`config.mk`:
```
export PLATFORM = sky130hd
export DESIGN_NAME = uart_receiver
export DESIGN_NICKNAME = d
export VERILOG_FILES = /design/src/rtl/uart_receiver.sv
export SDC_FILE = /design/constraint.sdc
export NUM_CORES = 1
export LEC_CHECK = 0
export BUFFER_PORTS_ARGS = -buffer_cell sky130_fd_sc_hd__buf_2
export CORE_AREA = 2 2 94 69
export DETAILED_ROUTE_END_ITERATION = 10
export DIE_AREA = 0 0 96 71
export RECOVER_POWER = 25
export SLEW_MARGIN = 10
export SYNTH_ARGS = -nofsm -noshare
export SYNTH_HDL_FRONTEND = slang
export SYNTH_SLANG_ARGS = --single-unit
```
`constraint.sdc`:
```
create_clock -name clk -period 5.3 [get_ports clk]
set_input_delay 0.53 -clock clk [delete_from_list [all_inputs] [get_ports clk]]
set_output_delay 0.53 -clock clk [all_outputs]
set_load 0.01 [all_outputs]
```
`src/rtl/uart_receiver.sv`:
```
// uart_receiver: oversampled UART frame receiver (start, LSB-first data, even parity, stop) with 3-sample majority vote.
module uart_receiver #(
  parameter int DATA_BITS  = 8,
  parameter int OVERSAMPLE = 16
) (
  input  logic                 clk,
  input  logic                 reset,
  input  logic                 sample_ENABLE,
  input  logic                 Rx_EN,
  input  logic                 Rx_D,
  output logic [DATA_BITS-1:0] Rx_DATA,
  output logic                 Rx_VALID,
  output logic                 Rx_PERROR,
  output logic                 Rx_FERROR
);
  localparam int CW = $clog2(OVERSAMPLE);
  localparam int M  = OVERSAMPLE / 2;
  typedef enum logic [2:0] {IDLE, START, DATA, PARITY, STOP} state_t;
  state_t state, state_n;
  logic rx_meta, rxs, v0, v1, par, perr, maj, wrap, decide, start_det, ok;
  logic [CW-1:0] cnt, t;
  logic [2:0] idx;
  logic [DATA_BITS-1:0] shreg, sh_next;
  // cnt holds the index of the last processed tick; t is the index of the current one
  always_comb begin
    t = (cnt == CW'(OVERSAMPLE - 1)) ? '0 : cnt + CW'(1);
    wrap = t == '0;
    decide = t == CW'(M + 1);
    maj = (v0 & v1) | (v0 & rxs) | (v1 & rxs);
    sh_next = DATA_BITS'({maj, shreg} >> 1);
    start_det = sample_ENABLE && Rx_EN && !rxs;
    ok = !perr && maj;
    state_n = state;
    if (state != IDLE && !Rx_EN) state_n = IDLE;
    else if (sample_ENABLE)
      case (state)
        IDLE:    state_n = start_det ? START : IDLE;
        START:   state_n = (decide && maj) ? IDLE : wrap ? DATA : START;
        DATA:    state_n = (wrap && idx == 3'(DATA_BITS - 1)) ? PARITY : DATA;
        PARITY:  state_n = wrap ? STOP : PARITY;
        STOP:    state_n = decide ? IDLE : STOP;
        default: state_n = IDLE;
      endcase
  end
  always_ff @(posedge clk or posedge reset)
    if (reset) state <= IDLE;
    else state <= state_n;
  always_ff @(posedge clk or posedge reset)
    if (reset) begin
      {rx_meta, rxs} <= 2'b11;
      cnt <= '0;
      idx <= '0;
      shreg <= '0;
      {v0, v1, par, perr} <= '0;
      Rx_DATA <= '0;
      {Rx_VALID, Rx_PERROR, Rx_FERROR} <= '0;
    end else begin
      {rx_meta, rxs} <= {Rx_D, rx_meta};
      if (sample_ENABLE && Rx_EN && state != IDLE) begin
        cnt <= t;
        if (t == CW'(M - 1)) v0 <= rxs;
        if (t == CW'(M)) v1 <= rxs;
        if (state == START && wrap) begin
          idx <= '0;
          par <= 1'b0;
        end
        if (state == DATA && decide) begin
          shreg <= sh_next;
          par <= par ^ maj;
        end
        if (state == DATA && wrap) idx <= idx + 3'd1;
        if (state == PARITY && decide) perr <= par ^ maj;
        // stop is judged mid-bit so a following start edge can be caught early
        if (state == STOP && decide) begin
          Rx_FERROR <= !maj;
          Rx_PERROR <= perr;
          Rx_VALID <= ok;
          Rx_DATA <= ok ? shreg : Rx_DATA;
        end
      end else if (state == IDLE && start_det) begin
        cnt <= '0;
        {Rx_VALID, Rx_PERROR, Rx_FERROR} <= '0;
      end
    end
endmodule

```
[After elaboration in Yosys (flattened, before gate mapping)]
Index checks and enable logic that the tools add are counted.
Storage, ports and cells
  word-level logic and storage cells: 87
  input bits: 5
  output and inout bits: 11
  register bits: 35
Operators by class
  bitwise operators: 6
  mux-type cells: 23
  eq/ne operators: 10
  add/sub/neg operators: 2
  reduce and logical (&&, ||, !) cells: 32
Operator list (count)
  two-way mux 3 bit: 6
  one-hot mux 3 bit (5 select lines): 1
  AND reduction 2 bit: 7
  logical AND 1 bit: 13
  == test 4 bit, second input constant: 3
  two-way mux 4 bit: 3
  two-way mux 1 bit: 11
  nonzero test 2 bit: 4
  == test 3 x 2 -> 1 bit, second input constant: 2
  == test 3 bit, second input constant: 2
  adder 4 x 1 -> 4 bit, second input constant: 1
  == test 4 x 3 -> 1 bit, second input constant: 1
  zero test 1 bit: 4
  zero test 4 bit: 1
  two-way mux 2 bit: 2
  adder 3 x 1 -> 3 bit, second input constant: 1
  AND 1 bit: 3
  == test 3 x 1 -> 1 bit, second input constant: 1
  zero test 3 bit: 1
  AND reduction 3 bit: 1
  nonzero test 3 bit: 1
  != test 2 x 1 -> 1 bit, second input constant: 1
  OR 1 bit: 2
  XOR 1 bit: 1

[Logic depth before layout (Yosys ltp)]
Gate-level depths: netlist (run 1).
  word-level depth: 8
  depth in mapped cells: 8
  depth with buffers taken out: 7

[Worst setup path before layout (run 1)]
OpenSTA, ideal clock, no wires.
  path kind: reg-to-reg
  start point: register cnt[0]
  end point: register Rx_DATA[0]
  setup slack: 3089 ps
  cell stages (with the launch flop): 8
  period minus slack after synthesis: 2211 ps
  data arrival time: 2086 ps
  path buffers: 1
  library setup time: 125 ps
  required time: 5175 ps
  path through: dfrtp_1 ha_1 buf_2 nand4bb_1 o21ai_4 nand4_4 nor3b_4 mux2_2
Between the ends
  cells in the longest elaborated chain, start to end: 5
  elaborated cells on any way between the ends: 6
  classes of those cells: add/sub (1); eq/ne (2); mux (1); reduce/logical (2)
Ends and longest elaborated chain
  start, declared: RTL line 21  | logic [CW-1:0] cnt, t;
  start signal, assigned: RTL line 60  | cnt <= t;
  adder 4 x 1 -> 4 bit or == test 4 bit (tied branches): RTL line 26  | t = (cnt == CW'(OVERSAMPLE - 1)) ? '0 : cnt + CW'(1);
  two-way mux 4 bit *: RTL line 26
  == test 4 bit *: RTL line 28  | decide = t == CW'(M + 1);
  logical AND 1 bit *: RTL line 74  | if (state == STOP && decide) begin
  AND reduction 3 bit (no line) *
  end signal, assigned: RTL line 78  | Rx_DATA <= ok ? shreg : Rx_DATA;
  end, declared: RTL line 11  | output logic [DATA_BITS-1:0] Rx_DATA,
Mark *: on every way between the ends. The rest lies on a longest branch, timed or not.
A chain may end at the register's enable or synchronous reset.

[Worst setup path in the final report (run 1)]
  start point: register cnt[0]
  end point: register Rx_DATA[3]
Same word-level chain as after synthesis.

==> key figures, run 1 <==
Setup path
  • Worst EP required: 5.48 ns
  • Critical path peak fanout: 9
  • CP Capture Point: Rx_DATA[3]$_DFFE_PP0P_
  • Worst Setup SP: cnt[0]$_DFFE_PP0P_
  • Critical R2R Capture: Rx_DATA[3]$_DFFE_PP0P_
  • Crit start category: flip-flop
  • FF-to-FF setup slack: 2.78 ns
  • RR Startpoint: cnt[0]$_DFFE_PP0P_
  • CP endpoint kind: flip-flop
  • WS Path Type: flip-flop to flip-flop
  • Worst r2r path cells: 6
  • Worst path arrival time: 2.70 ns

Synthesis
  • Sequential area share after synthesis: 49.82%
  • Synth top cells by count: dfrtp_1 (33), mux2_2 (16), nand2_1 (15), o21ai_0 (11), nor2_1 (10)
  • Count leader, synth: dfrtp_1
  • Synth warnings: 0
  • Cell taking the most area after synthesis: dfrtp_1
  • Mux cell area share after synthesis: 10.86%
  • Main combinational cell family by area after synthesis: simple AND/OR/NAND/NOR gates
  • Number of synthesized flops with an enable pin: 0
  • Synth area leaders: dfrtp_1 (47%), mux2_2 (10%), ha_1 (4.3%), nand2_1 (3.2%), o21ai_0 (3.1%)
  • Yosys cell types: 43
  • Compound-cell area share of the yosys netlist: 11.85%
  • Simple-Gate Fraction of Synth Area: 17.60%
  • Syn_nets: 169
  • Leading register cell type out of synthesis: dfrtp_1
  • Synth Area in Adders: 5.394%
  • Synthesized instance count: 158
  • Synth Register Bits: 35
  • Share of the synthesized area in the top cell type: 46.84%
  • Post-synthesis xor/xnor area fraction: 1.490%
  • Synth Cell Area: 1763 um2
  • Post-Syn Area per Cell: 11.16 um2
  • Ys async rst share: 100.0%

Clock tree
  • CTS H-tree depth: 2
  • CTS hold repair buffers: 0
  • Post_cts resized: 0
  • Clk sinks: 35
  • Clock buffer depth: 2
  • CTS tree: done
  • Worst skew pair latency: 0.29 ns
  • Clock Pin Slew Worst Setup and Hold Paths: 0.08 ns
  • CTS root buffer: clkbuf_8
  • CTS buffer count: 5
  • Post-CTS Setup Inserts: 0

STA
  • Setup TNS: 0 ns
  • Max Freq: 0.3966 GHz
  • Slew Viols, Final: 36
  • Final period util: 47.57%
  • Hold Vio Cnt, Final: 0
  • Layout Skew: 0.005682 ns
  • Hold WS: 0.3354 ns
  • Pin slew with the least headroom to its limit: 1.883 ns
  • Final Worst Setup Slack: 2.779 ns
  • RSZ-0062 raised after global routing: no
  • Crit path time final: 2.521 ns
  • Slew margin rel.: -25.55%
  • Setup-violating endpoint count in the final report: 0

Global routing
  • Largest net degree at the start of global routing: 36
  • First-pass GRT wire length: 5878 um
  • Initial antenna violation count: 0
  • Vias in the first global route: 1212
  • GRT overflow: 0
  • Tot GR Track Use: 11.29%

Routing
  • Vias per cell: 4.886
  • Drt first pass iters: 5
  • Final WL: 3402 um
  • Antenna-violating nets left: 0
  • DRT iter0 DRCs: 55
  • WL per Instance: 13.39 um
  • DRC Markers: 0
  • Vias: 1241

Power
  • Gate power share: 5.2%
  • Sequential Power Share: 50.9%
  • Static Leak: 0.0009836 uW
  • PwrDens: 271.3 nW/um2
  • Net Sw Frac: 23.39%
  • Switch Pwr: 128.6 uW
  • Clock power share: 43.9%
  • VDD IR-drop max: 0.1208 mV
  • Internal power: 421.1 uW

Floorplan
  • CORE AREA: 5976 um2
  • Die Width: 96 um
  • Core Rows: 24
  • # IOs: 16
  • Chip height: 71 um
  • Die Footprint: 6816 um2
  • Initial core utilization: 29.50%

Outcome
  • Status: finished, violations left
  • Failing checks: max-capacitance violations, max-slew violations

Layout
  • FF/Latch Area: 878.3 um2
  • Layout cell share with drive strength beyond 1: 26.14%
  • Layout fillers: 622
  • Fin util: 33.90%
  • Synth-to-layout area growth: 14.90%
  • # nets final: 186
  • Area of the multi-input gates: 832.0 um2
  • ANT cells: 0

Placed design
  • DP HPWL: 2370 um
  • Pre-CTS setup slack: 2.814 ns
  • RD Place Congestion: 0.7843
  • IO buf count: 15

Run
  • Max Cap Viol: 1

Worst hold path
  • Worst Hold Class: primary input to flip-flop
-- cells by family (layout without fill, tap and decap cells) --
| logic type | Yosys count | count (layout) |
|---|---|---|
| mux | 17 | 17 |
| simple gates | 52 | 52 |
| buf+inv | 13 | 31 |
| flops | 35 | 35 |
| xor+xnor | 3 | 3 |
| fa+ha+maj | 8 | 8 |
| compound gates | 30 | 30 |
-- worst max-delay path, stage by stage, from the launching register on --
cell and delay, ns:
dfrtp_1 0.51, ha_1 0.38, nand3_1 0.18, o21ai_4 0.25
nand4_4 0.18, nor3b_4 0.50, mux2_2 0.39
-- routing by layer --
metal / up-vias / track usage [%] / share of wire (%)
met4: 0 / 3.333 / 0.71
met3: 3 / 4.153 / 4.9
met5: - / 0 / 0
li1: 608 / - / -
met1: 600 / 17.09 / 54
met2: 30 / 14.81 / 40
-- worst min-delay path by stage --
stage / end / start / depth (start not counted)
after global routing: rx_meta$_DFF_PP1_ / Rx_D / 1
after floorplan: rxs$_DFF_PP1_ / rx_meta$_DFF_PP1_ / 0
after global placement: rxs$_DFF_PP1_ / rx_meta$_DFF_PP1_ / 0
final: rx_meta$_DFF_PP1_ / Rx_D / 1
after CTS: rx_meta$_DFF_PP1_ / Rx_D / 1
after detailed placement: rxs$_DFF_PP1_ / rx_meta$_DFF_PP1_ / 0
-- sequential cells by signal, indices dropped and copies added, names as in the netlist --
register	count
shreg	8
Rx_VALID	1
v0	1
par	1
Rx_DATA	8
Rx_FERROR	1
Rx_PERROR	1
cnt	4
idx	3
rxs	1
perr	1
rx_meta	1
state	3
v1	1
-- cells in the final DEF (no fill, tap or decap), types with 2 or more instances in the layout --
cell	count
xnor2_1	2
inv_1	7
nand3_1	8
nand2b_1	2
maj3_1	2
ha_1	6
buf_2	15
dfstp_2	2
a31oi_1	2
nand4_1	2
nor2_1	10
nand3b_1	2
a21oi_1	2
nand2_1	15
o21ai_0	11
dfrtp_1	33
o31ai_1	3
clkbuf_8	5
mux2_2	16
nor2b_1	2
nor3_1	2
a21o_1	2
-- through the flow --
step                cells  area [um2]  power, uW
finish                254        2026      549.7
global placement      246        1917      313.4
global route          254        2026      580.4
floorplan             158        1763      304.4
CTS                   254        2029      557.5
detailed placement    246        1917      313.9
-- power by group through the flow --
stage	combinational, uW	sequential (uW)	clock [uW]
2_1_floorplan	22.8	282	0
3_5_place_dp	29.3	285	0
4_1_cts	29.4	279	249
5_1_grt	33.0	281	267
3_3_place_gp	29.3	284	0
6_report	28.5	280	242
-- layout make-up --
class / instances / share of cell area [%]
well taps: 78 / 4.818
flip-flops and latches: 35 / 43.36
clock inverters: 3 / 2.162
clock buffers: 5 / 3.397
repair buffers: 16 / 3.891
multi-input cells: 110 / 41.07
inverters: 7 / 1.297
No activity file was read; power rests on OpenSTA's default activity.
==> run 2: changes to the inputs <==
==> constraint.sdc (replaced) <==
create_clock -name clk -period 2.4 [get_ports clk]
set_input_delay 0.24 -clock clk [delete_from_list [all_inputs] [get_ports clk]]
set_output_delay 0.24 -clock clk [all_outputs]
set_load 0.01 [all_outputs]
==> key figures, run 2 (synthesis results as in run 1) <==
Outcome
  • Status: finished, violations left
  • Failing checks: max-capacitance violations, max-slew violations

Placed design
  • IO buf count: 15 (unchanged)
  • DP HPWL: 2362 um (-0.36%)
  • RD Place Congestion: 0.8042 (+2.5%)
  • Pre-CTS setup slack: 0.04626 ns (-2.768 ns)

STA
  • Layout Skew: 0.01086 ns (+0.005174 ns)
  • Pin slew with the least headroom to its limit: 1.901 ns (+0.01792 ns)
  • Crit path time final: 2.212 ns (-0.3092 ns)
  • Max Freq: 0.4521 GHz (+14%)
  • Slew margin rel.: -26.74% (-1.2 points)
  • Hold Vio Cnt, Final: 0 (unchanged)
  • RSZ-0062 raised after global routing: no
  • Setup-violating endpoint count in the final report: 0 (unchanged)
  • Final period util: 92.17% (+45 points)
  • Setup TNS: 0 ns (unchanged)
  • Slew Viols, Final: 36 (unchanged)
  • Final Worst Setup Slack: 0.1880 ns (-2.591 ns)

Layout
  • Synth-to-layout area growth: 18.60%
  • # nets final: 193 (+3.8%)
  • Layout cell share with drive strength beyond 1: 28.96% (+2.8 points)
  • Regs by FF count: Rx_DATA (8), shreg (8), cnt (4)
  • Commonest non-fill, non-tap cell in the layout: dfrtp_1
  • Commonest non-fill, non-tap cells in the layout: dfrtp_1 (33), mux2_2 (16), nand2_1 (15), buf_2 (15), o21ai_0 (11)
  • ANT cells: 0 (unchanged)

Setup path
  • Critical path peak fanout: 9 (unchanged)
  • Worst r2r path cells: 7 (+1)
  • Worst Setup SP: cnt[0]$_DFFE_PP0P_
  • WS Path Type: flip-flop to flip-flop
  • Worst path arrival time: 2.39 ns (-0.31 ns)
  • RR Startpoint: cnt[0]$_DFFE_PP0P_
  • Crit start category: flip-flop
  • Worst EP required: 2.58 ns (-2.90 ns)
  • CP endpoint kind: flip-flop

Clock tree
  • Post_cts resized: 0 (unchanged)
  • Worst skew pair latency: 0.29 ns (about the same)
  • CTS root buffer: clkbuf_8
  • Clock buffer depth: 2 (unchanged)
  • CTS buffer count: 5 (unchanged)
  • Clock Pin Slew Worst Setup and Hold Paths: 0.08 ns (about the same)
  • Clk sinks: 35 (unchanged)
  • CTS hold repair buffers: 0 (unchanged)
  • CTS tree: done
  • Post-CTS Setup Inserts: 0 (unchanged)
  • CTS H-tree depth: 2 (unchanged)

Power
  • VDD IR-drop max: 0.2374 mV (+97%)
  • PwrDens: 582.9 nW/um2 (+110%)
  • Static Leak: 0.001023 uW (+4.0%)

Worst hold path
  • Hold Crit Start: Rx_D
  • Worst Hold Class: primary input to flip-flop
  • WHS Path Cells: 1 (unchanged)

Global routing
  • GRT overflow: 0 (unchanged)
  • Vias in the first global route: 1246 (+2.8%)
  • First-pass GRT wire length: 6120 um (+4.1%)
  • Largest net degree at the start of global routing: 36 (unchanged)
  • Initial antenna violation count: 0 (unchanged)
  • Tot GR Track Use: 11.58% (+0.29 points)

Routing
  • Final WL: 3361 um (-1.2%)
  • Antenna-violating nets left: 0 (unchanged)
  • DRT iter0 DRCs: 50 (-9.1%)
  • Drt first pass iters: 4 (-1)
  • Vias: 1246 (+0.40%)
  • WL per Instance: 12.88 um (-3.9%)
  • Vias per cell: 4.774 (-2.3%)
  • DRC Markers: 0 (unchanged)

Floorplan
  • # IOs: 16 (unchanged)
  • Initial core utilization: 29.50% (unchanged)
  • CORE AREA: 5976 um2 (unchanged)
  • Chip height: 71 um (unchanged)
  • Die Footprint: 6816 um2 (unchanged)
  • Die Width: 96 um (unchanged)
  • Core Rows: 24 (unchanged)

Run
  • Max Cap Viol: 1 (unchanged)
## run 2: area by class of cell
cell class | count | area (um2)
inverter | 7 | 26.28
clock inverter | 3 | 43.79
tap | 78 | 97.59
fill | 613 | 3885
timing repair buffer | 23 | 143.9
multi-input combinational | 110 | 832.0
sequential | 35 | 878.3
clock buffer | 5 | 68.82
## run 2: critical path, stage by stage (launching register included)
cell       delay [ns]
dfrtp_1          0.48
ha_1             0.29
nand4bb_1        0.26
o21ai_4          0.15
nand4_4          0.18
nor3b_4          0.25
buf_12           0.16
mux2_2           0.33
## run 2: worst paths after layout
kind | slack [ns] | to
min reg2reg | 0.36 | rxs$_DFF_PP1_
max in group asynchronous | 0.68 | state[0]$_DFFE_PP0P_
min in group asynchronous | 0.62 | Rx_DATA[5]$_DFFE_PP0P_
min | 0.04 | rx_meta$_DFF_PP1_
max reg2reg | 0.19 | Rx_DATA[1]$_DFFE_PP0P_
max | 0.19 | Rx_DATA[1]$_DFFE_PP0P_
## run 2: per-layer routing
metal / GRT usage, % / up-vias / part of all wire, %
met5: 0 / - / 0
met4: 3.810 / 0 / 1.1
met3: 4.047 / 4 / 5.3
met2: 15.97 / 26 / 41
met1: 16.80 / 602 / 52
li1: - / 614 / -
## run 2: where the power goes
group | switching [uW] | internal, uW
clock network | 226 | 309
logic | 45.4 | 25.2
registers | 14.3 | 599
total | 286 | 933
## run 2: metrics by stage
| stage | util [%] | cells | total power, uW | hold slack (ns) | cell area (um2) |
|---|---|---|---|---|---|
| final | 34.99 | 261 | 1219 | 0.04204 | 2091 |
| after global routing | 34.99 | 261 | 1283 | 0.03596 | 2091 |
| after CTS | 34.72 | 260 | 1237 | 0.03425 | 2074 |
| after detailed placement | 32.83 | 252 | 696.3 | 0.3465 | 1962 |
| after global placement | 32.83 | 252 | 696.8 | 0.3464 | 1962 |
| after floorplan | - | 158 | 672.3 | 0.2445 | 1763 |
